**src/rtl/uart_pkg.sv**
```systemverilog
// rtl/uart_pkg.sv - shared UART constants and receiver state type
package uart_pkg;

  // Shared with uart_tx so both ends agree on the baud divisor.
  localparam int DEFAULT_CLKS_PER_BIT = 87;
  localparam int UART_DATA_BITS       = 8;

  typedef enum logic [2:0] {
    IDLE,
    START,
    DATA,
    STOP,
    BREAK
  } state_e;

endpackage

```
**src/rtl/uart_rx_if.sv**
```systemverilog
// rtl/uart_rx_if.sv - receiver-to-FIFO write side plus error pulses
interface uart_rx_if;
  logic       full;
  logic [7:0] data;
  logic       WE;
  logic       frame_err;
  logic       overrun;

  modport master (input full, output data, output WE, output frame_err, output overrun);
  modport slave  (output full, input data, input WE, input frame_err, input overrun);
endinterface

```
**src/rtl/sync_2ff.sv**
```systemverilog
// rtl/sync_2ff.sv - two-flop synchronizer with selectable reset value
module sync_2ff #(
  parameter logic RESET_VAL = 1'b0
) (
  input  logic clk,
  input  logic rst,
  input  logic d_i,
  output logic q_o
);
  logic meta_q;
  logic sync_q;

  always_ff @(posedge clk or posedge rst) begin
    if (rst) begin
      meta_q <= RESET_VAL;
      sync_q <= RESET_VAL;
    end else begin
      meta_q <= d_i;
      sync_q <= meta_q;
    end
  end

  assign q_o = sync_q;
endmodule

```
**src/rtl/uart_rx.sv**
```systemverilog
// rtl/uart_rx.sv - 8N1 UART receiver, centre-sampled, pushes bytes into a FIFO
module uart_rx
  import uart_pkg::*;
#(
  parameter int CLKS_PER_BIT = DEFAULT_CLKS_PER_BIT,
  parameter int DATA_BITS    = UART_DATA_BITS
) (
  input  logic       clk,
  input  logic       areset,
  input  logic       rx_serial,
  uart_rx_if.master  fifo
);
  localparam int CW   = $clog2(CLKS_PER_BIT);
  localparam int IW   = $clog2(DATA_BITS);
  localparam int HALF = (CLKS_PER_BIT - 1) / 2;

  localparam logic [CW-1:0] CNT_HALF = CW'(HALF);
  localparam logic [CW-1:0] CNT_LAST = CW'(CLKS_PER_BIT - 1);
  localparam logic [IW-1:0] IDX_LAST = IW'(DATA_BITS - 1);

  logic rx_s;

  state_e               state_q, state_d;
  logic [CW-1:0]        cnt_q, cnt_d;
  logic [IW-1:0]        idx_q, idx_d;
  logic [DATA_BITS-1:0] shift_q, shift_d;
  logic [DATA_BITS-1:0] data_q, data_d;
  logic                 we_q, we_d;
  logic                 fe_q, fe_d;
  logic                 ov_q, ov_d;

  sync_2ff #(.RESET_VAL(1'b1)) u_sync (
    .clk (clk),
    .rst (areset),
    .d_i (rx_serial),
    .q_o (rx_s)
  );

  always_ff @(posedge clk or posedge areset) begin
    if (areset) begin
      state_q <= IDLE;
      cnt_q   <= '0;
      idx_q   <= '0;
      shift_q <= '0;
      data_q  <= '0;
      we_q    <= 1'b0;
      fe_q    <= 1'b0;
      ov_q    <= 1'b0;
    end else begin
      state_q <= state_d;
      cnt_q   <= cnt_d;
      idx_q   <= idx_d;
      shift_q <= shift_d;
      data_q  <= data_d;
      we_q    <= we_d;
      fe_q    <= fe_d;
      ov_q    <= ov_d;
    end
  end

  always_comb begin
    state_d = state_q;
    cnt_d   = cnt_q;
    idx_d   = idx_q;
    shift_d = shift_q;
    data_d  = data_q;
    we_d    = 1'b0;
    fe_d    = 1'b0;
    ov_d    = 1'b0;

    unique case (state_q)
      IDLE: begin
        cnt_d = '0;
        idx_d = '0;
        if (!rx_s) state_d = START;
      end
      START: begin
        // Re-check the line mid start bit so short glitches are dropped.
        if (cnt_q == CNT_HALF) begin
          cnt_d   = '0;
          state_d = rx_s ? IDLE : DATA;
        end else begin
          cnt_d = cnt_q + CW'(1);
        end
      end
      DATA: begin
        if (cnt_q == CNT_LAST) begin
          cnt_d   = '0;
          shift_d = {rx_s, shift_q[DATA_BITS-1:1]};
          if (idx_q == IDX_LAST) begin
            idx_d   = '0;
            state_d = STOP;
          end else begin
            idx_d = idx_q + IW'(1);
          end
        end else begin
          cnt_d = cnt_q + CW'(1);
        end
      end
      STOP: begin
        if (cnt_q == CNT_LAST) begin
          cnt_d = '0;
          if (!rx_s) begin
            fe_d    = 1'b1;
            state_d = BREAK;
          end else begin
            state_d = IDLE;
            if (fifo.full) begin
              ov_d = 1'b1;
            end else begin
              data_d = shift_q;
              we_d   = 1'b1;
            end
          end
        end else begin
          cnt_d = cnt_q + CW'(1);
        end
      end
      BREAK: begin
        // A held-low line reports one framing error, then waits for idle.
        if (rx_s) state_d = IDLE;
      end
      default: state_d = IDLE;
    endcase
  end

  assign fifo.data      = data_q;
  assign fifo.WE        = we_q;
  assign fifo.frame_err = fe_q;
  assign fifo.overrun   = ov_q;
endmodule

```
**src/flat_wrapper.sv**
```systemverilog
// flat-port wrapper written by rule: the top's interface ports become plain ports
module uart_rx_flat import uart_pkg::*;
#(
  parameter int CLKS_PER_BIT = DEFAULT_CLKS_PER_BIT,
  parameter int DATA_BITS    = UART_DATA_BITS
)
  (clk, areset, rx_serial, fifo_full, fifo_data, fifo_WE, fifo_frame_err, fifo_overrun);
  uart_rx_if fifo_i ();
  input  logic clk;
  input  logic areset;
  input  logic rx_serial;
  input wire logic [$bits(fifo_i.full)-1:0] fifo_full;
  output wire logic [$bits(fifo_i.data)-1:0] fifo_data;
  output wire logic [$bits(fifo_i.WE)-1:0] fifo_WE;
  output wire logic [$bits(fifo_i.frame_err)-1:0] fifo_frame_err;
  output wire logic [$bits(fifo_i.overrun)-1:0] fifo_overrun;
  assign fifo_i.full = fifo_full;
  assign fifo_data = fifo_i.data;
  assign fifo_WE = fifo_i.WE;
  assign fifo_frame_err = fifo_i.frame_err;
  assign fifo_overrun = fifo_i.overrun;
  uart_rx #(.CLKS_PER_BIT(CLKS_PER_BIT), .DATA_BITS(DATA_BITS)) u_core (.clk(clk), .areset(areset), .rx_serial(rx_serial), .fifo(fifo_i));
endmodule
```
**config.mk**
```make
export PLATFORM = sky130hd
export DESIGN_NAME = uart_rx_flat
export DESIGN_NICKNAME = d
export VERILOG_FILES = /design/src/rtl/uart_pkg.sv /design/src/rtl/uart_rx_if.sv /design/src/rtl/sync_2ff.sv /design/src/rtl/uart_rx.sv /design/src/flat_wrapper.sv
export SDC_FILE = /design/constraint.sdc
export NUM_CORES = 1
export LEC_CHECK = 0
export CELL_PAD_IN_SITES_DETAIL_PLACEMENT = 1
export CELL_PAD_IN_SITES_GLOBAL_PLACEMENT = 1
export CORE_MARGIN = 10
export CORE_UTILIZATION = 40
export CTS_CLUSTER_SIZE = 40
export DETAILED_ROUTE_END_ITERATION = 6
export PLACE_DENSITY = 0.66
export SKIP_LAST_GASP = 1
export SYNTH_ARGS = -nofsm -noshare
export SYNTH_HDL_FRONTEND = slang
export SYNTH_HIERARCHICAL = 1
export SYNTH_SLANG_ARGS = --single-unit
```
**constraint.sdc**
```tcl
create_clock -name clk -period 4.8 [get_ports clk]
set_input_delay 0.48 -clock clk [delete_from_list [all_inputs] [get_ports clk]]
set_output_delay 0.48 -clock clk [all_outputs]
set_load 0.02 [all_outputs]
```
==> results of run 1 <==
## through the flow
stage                     setup WS (ns)  std cells
after floorplan                    2.87        127
after global placement             2.75        183
after detailed placement           2.74        183
after CTS                          2.74        191
after global routing               2.62        191
final                              2.75        191
## final timing paths
check                           slack [ns]           endpoint                 start
max in group asynchronous             3.90    u_core/cnt_q[1]                areset
worst max register to register        2.75  u_core/shift_q[0]       u_core/cnt_q[0]
worst min-delay path                  0.36  u_core/u_sync/q_o  u_core/u_sync/meta_q
worst max-delay path                  2.75  u_core/shift_q[0]       u_core/cnt_q[0]
worst min register to register        0.36  u_core/u_sync/q_o  u_core/u_sync/meta_q
min in group asynchronous             0.53  u_core/u_sync/q_o                areset
## cell type report
| cell class | instances | area share [%] |
|---|---|---|
| flip-flops and latches | 34 | 46.0 |
| clock buffers | 5 | 3.71 |
| inverters | 6 | 1.21 |
| clock inverters | 3 | 3.71 |
| repair buffers | 15 | 7.95 |
| multi-input cells | 80 | 34.2 |
| well taps | 48 | 3.23 |
## sequential cells by signal, summed over array words and instances (netlist names)
register and flops:
u_core/cnt_q 7, u_core/fifo.overrun 1, u_core/u_sync/meta_q 1, u_core/fifo.frame_err 1, u_core/fifo.data 8, u_core/u_sync/q_o 1
u_core/idx_q 3, u_core/fifo.WE 1, u_core/state_q 3, u_core/shift_q 8
## critical path, delay by kind of cell (launching register included)
kind,cells,cell delay [ns]
and+or+nand+nor,3,0.89
DFF,1,0.44
muxes,1,0.38
adders and majority gates,1,0.13
buffers and inverters,1,0.08
## logic make-up after synthesis
family,Yosys count,share of synthesized area (%)
adders and majority gates,4,3.21
AOI/OAI and AO/OA,13,5.94
DFF,34,54.7
and+or+nand+nor,41,14.8
xor gates and xnor gates,6,3.37
muxes,16,13.5
buffers and inverters,13,4.49
## cells in the mapped netlist, types with 2 or more instances
cell	instances
ha_1	4
nand3_1	2
mux2_4	8
nand4_1	6
nor2b_1	3
xor2_1	4
buf_2	2
clkbuf_1	2
inv_1	6
mux2_2	8
nor2_1	11
o21ai_0	3
xnor2_1	2
nand2_1	8
o31ai_1	2
dfrtp_1	32
dfstp_2	2
## layout by cell type, fill, tap and decap left out, types with 2 or more instances in the layout
cell type and count:
ha_1 4, mux2_2 8, nand2_1 8, o21ai_0 3, xnor2_1 2, xor2_1 4
nand4_1 6, mux2_4 8, clkbuf_8 5, nor2_1 11, bufinv_16 2, dfrtp_1 32
nand3_1 2, nor2b_1 3, dfstp_2 2, o31ai_1 2, clkdlybuf4s50_1 14, inv_1 6
## power breakdown
part	switching (mW)	internal [mW]	leakage [nW]
registers	0.00843	0.291	0.462
clock network	0.113	0.208	0.0683
logic	0.0141	0.00988	0.337
total	0.136	0.509	0.868
## per-layer routing
layer	wire length [um]	part of all wire, %
met1	1320	45
met2	1410	48
met3	148	5.0
met4	59	2.0
met5	0	0
==> results.md, run 1 <==
- CP Cell Sequence: inv_1 -> ha_1 -> and4b_1 -> and2_2 -> and3_1 -> mux2_2
- Die W: 82.4 um
- CP Max Fanout: 9
- Worst Hold Class: reg -> reg
- # fillers: between 300 and 400
- Outcome: complete, no violations
- Total grt overflow: 0
- Grt met3 use: 3.02%
- Post-cts resize count: 0
- Via density: slightly above 5
- Met1 usage: a little over a tenth
- Setup repair bufs after CTS: 0
- Worst VDD drop: approximately 0.15 mV
- RePlAce Congestion: roughly 0.73
- Slew @ Worst Pin: ~0.73 ns
- CP required: 4.97 ns
- # port buffers: 14
- GRT Max-Usage Layer: met2
- Commonest register cell after synthesis: dfrtp_1
- Area of the mapped netlist: approximately 0.0016 sq mm
- Hold Buf Count CTS: 0
- Tmin final: about 2.0 ns
- Post-synth cell types: 39
- Buffer depth of the longest clock path: 2
- Placed cell area: approximately 0.0017 sq mm
- Avg Cell Area, Syn: 12.3 sq um
- Layout cells sized above 1: roughly 23%
- Die area: between 0.006 and 0.007 sq mm
- Clk_lat worst skew: roughly 0.29 ns
- Starting Density: a little over two fifths
- Critical Path Start Type: flip-flop
- Root buffer cell: clkbuf_8
- Setup Viol. Count Final: 0
- NumNets Final: 150
- FF-to-FF path depth: 6
- Dominant cell type by area after synthesis: dfrtp_1
- FF+latch count, synth: 34
- Multi-input logic area: around 640 sq um
- Number of flops mapped to enable cells by yosys: 0
- Vias post-DR: 983
- Worst relative slew slack: between 50% and 60%
- Maxcap violations: 0
- Routed wire length per instance: approximately 15 um
- P_leak: approximately 0.87 nW
- I/O pin count: 15
- Seq/Total Area, Yosys: 54.7%
- Worst setup EP type: flip-flop
- Post-layout util: 50.0%
- DRT Pass-1 Iters: 3
- TritonCTS clock tree: built
- Final period utilization: between 40% and 50%
- Crit Path Category: reg -> reg
- Setup TNS: 0 ns
- Critical path arrival: 2.22 ns
- Worst-path clk slew: roughly 0.08 ns
- Hold depth: 0
- Post-Synthesis Cells: about 130
- Worst path max stage delay: around 0.44 ns
- CTS buffer count: 5
- GRT met2 Usage: approximately 16%
- Final ANT Viol Nets: 0
- Syn nets: about 140
- Core Footprint: 0.00372 sq mm
- F_max: around 0.49 GHz
- Antenna cells: 0
- Antenna violations before repair: 0
- Syn-to-layout area delta: 19.1%
- RSZ-0062 raised after global routing: false
- Largest net degree at the start of global routing: 33
- Fin area: roughly 0.0019 sq mm
- Synth warn: 6
- Power density over cell area: 347 mW/mm^2
- Pins Over Slew Limit: 0
- Final hold viol count: 0
- FP Rows: 22
- Yosys top cell area share: 51.4%
- GRT Util Overall: under 10%
- Initial DRC Count: 34
- DRC: 0
- Max Clock Skew: 0.00714 ns
- Die H: roughly 82 um
- Register Area: roughly 850 sq um
- Final wirelength: 2.94 mm
- CTS sink cnt: 34
- Area contributors post-synth: dfrtp_1 (51%), mux2_4 (7.7%), mux2_2 (5.8%)
- Crit-path slowest cell: dfrtp_1
- Total chip power: about 0.64 mW
- First-pass GRT wire length: approximately 5.1 mm
- Synth async-reset ratio: 100%
- H-tree Lvls: 2
- Vias in the first global route: ~1100
- Final hold slack: roughly 0.36 ns
- DPL Wire Length: a little over 2 mm
Power figures use the tool's default switching activity.
==> run 2, diff against run 1 <==
- clock period: 4.8 -> 2.04 ns (I/O delays scaled with it)
==> run 2 against run 1 <==
  * Power rose by 99%
  * Global-route usage rose by 0.92 points
  * First-iteration DRC count decreased by 50%
  * Clock power rose by 57%
  * Cell area rose by 1.1%
  * Via count increased by 4.7%
  * Final cell count increased by 4.7%
  * Wire length up 8.5%
  * Die area unchanged
==> results.md, run 2 (synthesis gave the netlist of run 1 again) <==
- Starting Density: 42.0% (unchanged)
- Maxcap violations: 0 (unchanged)
- Final hold viol count: 0 (unchanged)
- Commonest non-fill, non-tap cell in the layout: dfrtp_1 (unchanged)
- Tmin final: 1.95 ns (was 2.05 ns)
- Setup Viol. Count Final: 0 (unchanged)
- CP Max Fanout: 8 (was 9)
- Critical Path Start Type: flip-flop (unchanged)
- Via density: 5.15 (about the same)
- DRC: 0 (unchanged)
- # fillers: 399 (was 398)
- # port buffers: 14 (unchanged)
- CTS buffer count: 5 (unchanged)
- Hold Buf Count CTS: 0 (unchanged)
- Final wirelength: 3.19 mm (was 2.94 mm)
- Worst VDD drop: 0.381 mV (was 0.148 mV)
- Final period utilization: 95.4% (was 42.7%)
- Total grt overflow: 0 (unchanged)
- RSZ-0062 raised after global routing: false (unchanged)
- H-tree Lvls: 2 (unchanged)
- Crit-path slowest cell: or4_4 (was dfrtp_1)
- Worst path max stage delay: 0.62 ns (was 0.44 ns)
- Core Footprint: 0.00372 sq mm (unchanged)
- Die H: 82.4 um (unchanged)
- Syn-to-layout area delta: 20.5% (was 19.1%)
- CTS sink cnt: 34 (unchanged)
- Final ANT Viol Nets: 0 (unchanged)
- Antenna cells: 0 (unchanged)
- Outcome: complete, no violations (unchanged)
- Total chip power: 1.28 mW (was 0.645 mW)
- CP Cell Sequence: inv_1 -> ha_1 -> and4b_1 -> nand2_2 -> or4_4 -> mux2_4 (was inv_1 -> ha_1 -> and4b_1 -> and2_2 -> and3_1 -> mux2_2)
- Die W: 82.4 um (unchanged)
- P_leak: 0.892 nW (was 0.868 nW)
- Fin area: 0.00188 sq mm (was 0.00186 sq mm)
- Clk_lat worst skew: 0.28 ns (was 0.29 ns)
- DPL Wire Length: 2.29 mm (was 2.07 mm)
- Worst Hold Class: in -> async (was reg -> reg)
- First-pass GRT wire length: 5.54 mm (was 5.05 mm)
- Largest net degree at the start of global routing: 33 (unchanged)
- I/O pin count: 15 (unchanged)
- Post-cts resize count: 0 (unchanged)
- Critical path arrival: 2.11 ns (was 2.22 ns)
- Routed wire length per instance: 15.9 um (was 15.4 um)
- Max Clock Skew: 0.00493 ns (was 0.00714 ns)
- Setup repair bufs after CTS: 0 (unchanged)
- NumNets Final: 159 (was 150)
- Worst relative slew slack: 71.8% (was 51.4%)
- Worst setup startpoint: u_core/cnt_q[0] (unchanged)
- Vias post-DR: 1029 (was 983)
- GRT Util Overall: 10.6% (was 9.72%)
- DRT Pass-1 Iters: 3 (unchanged)
- TritonCTS clock tree: built (unchanged)
- FP Rows: 22 (unchanged)
- Buffer depth of the longest clock path: 2 (unchanged)
- F_max: 0.514 GHz (was 0.488 GHz)
- Most frequent cells in the layout: dfrtp_1 (32), clkdlybuf4s50_1 (14), nor2_1 (11) (unchanged)
- CP required: 2.21 ns (was 4.97 ns)
- Die area: 0.00679 sq mm (unchanged)
- Setup TNS: 0 ns (unchanged)
- Vias in the first global route: 1164 (was 1053)
- Worst-path clk slew: 0.06 ns (was 0.08 ns)
- Initial DRC Count: 17 (was 34)
- Pins Over Slew Limit: 0 (unchanged)
- Slew @ Worst Pin: 0.419 ns (was 0.729 ns)
- Origin of the critical flop-to-flop path: u_core/cnt_q[0] (unchanged)
- Worst setup EP type: flip-flop (unchanged)
- Power density over cell area: 684 mW/mm^2 (was 347 mW/mm^2)
- Root buffer cell: clkbuf_8 (unchanged)
- Placed cell area: 0.00179 sq mm (was 0.00172 sq mm)
- Layout cells sized above 1: 27.0% (was 23.1%)
- Crit Path Category: reg -> reg (unchanged)
- RePlAce Congestion: 0.716 (was 0.728)
- Final hold slack: 0.298 ns (was 0.361 ns)
- Antenna violations before repair: 0 (unchanged)
run 2: changes by cell type in the layout (fill, tap and decap cells not counted):
cell / previous run / this run
buf_4: 1 / 10
clkinv_2: 0 / 1
clkbuf_8: 5 / 6
clkbuf_1: 0 / 1
clkinv_4: 1 / 0
bufinv_16: 2 / 0
run 2: final cells by class:
class	instances	area, sq um	share of cell area [%]
multi-input combinational	80	636	33.8
inverter	6	22.5	1.20
timing repair buffer	24	215	11.5
tap	48	60.1	3.20
clock buffer	7	86.3	4.60
sequential	34	853	45.4
clock inverter	1	5.00	0.266
run 2: routing by layer:
metal  track usage, %  routed length, um
met1             11.4               1390
met2             17.7               1530
met3             4.10                192
met4             5.78                 80
met5                0                  0
run 2: worst paths after layout:
path	to	slack, ns	cells after the start
setup / recovery	u_core/fifo.data[6]	0.09	6
hold / removal	u_core/u_sync/q_o	0.30	2
setup reg to reg	u_core/fifo.data[6]	0.09	6
hold reg to reg	u_core/u_sync/q_o	0.36	0
max in group asynchronous	u_core/cnt_q[4]	1.37	3
min in group clk	u_core/u_sync/meta_q	0.34	1
run 2: through the flow:
step,util [%],instances,setup slack [ns]
floorplan,-,127,0.107
global route,50.5,200,0.0191
detailed placement,48.1,192,0.108
global placement,48.1,192,0.144
finish,50.5,200,0.0931
CTS,50.5,200,0.0800
run 2: power breakdown:
part	internal [mW]	switching [mW]	leakage, nW
registers	0.686	0.0132	0.462
clock network	0.272	0.232	0.0482
logic	0.0352	0.0462	0.382
run 2: critical path: cells and delay by family (launching register included):
kind,cells,cell delay [ns]
flip-flops,1,0.39
multiplexers,1,0.33
buffers and inverters,1,0.06
AND/OR/NAND/NOR,3,0.93
adder cells (fa/ha/maj),1,0.13
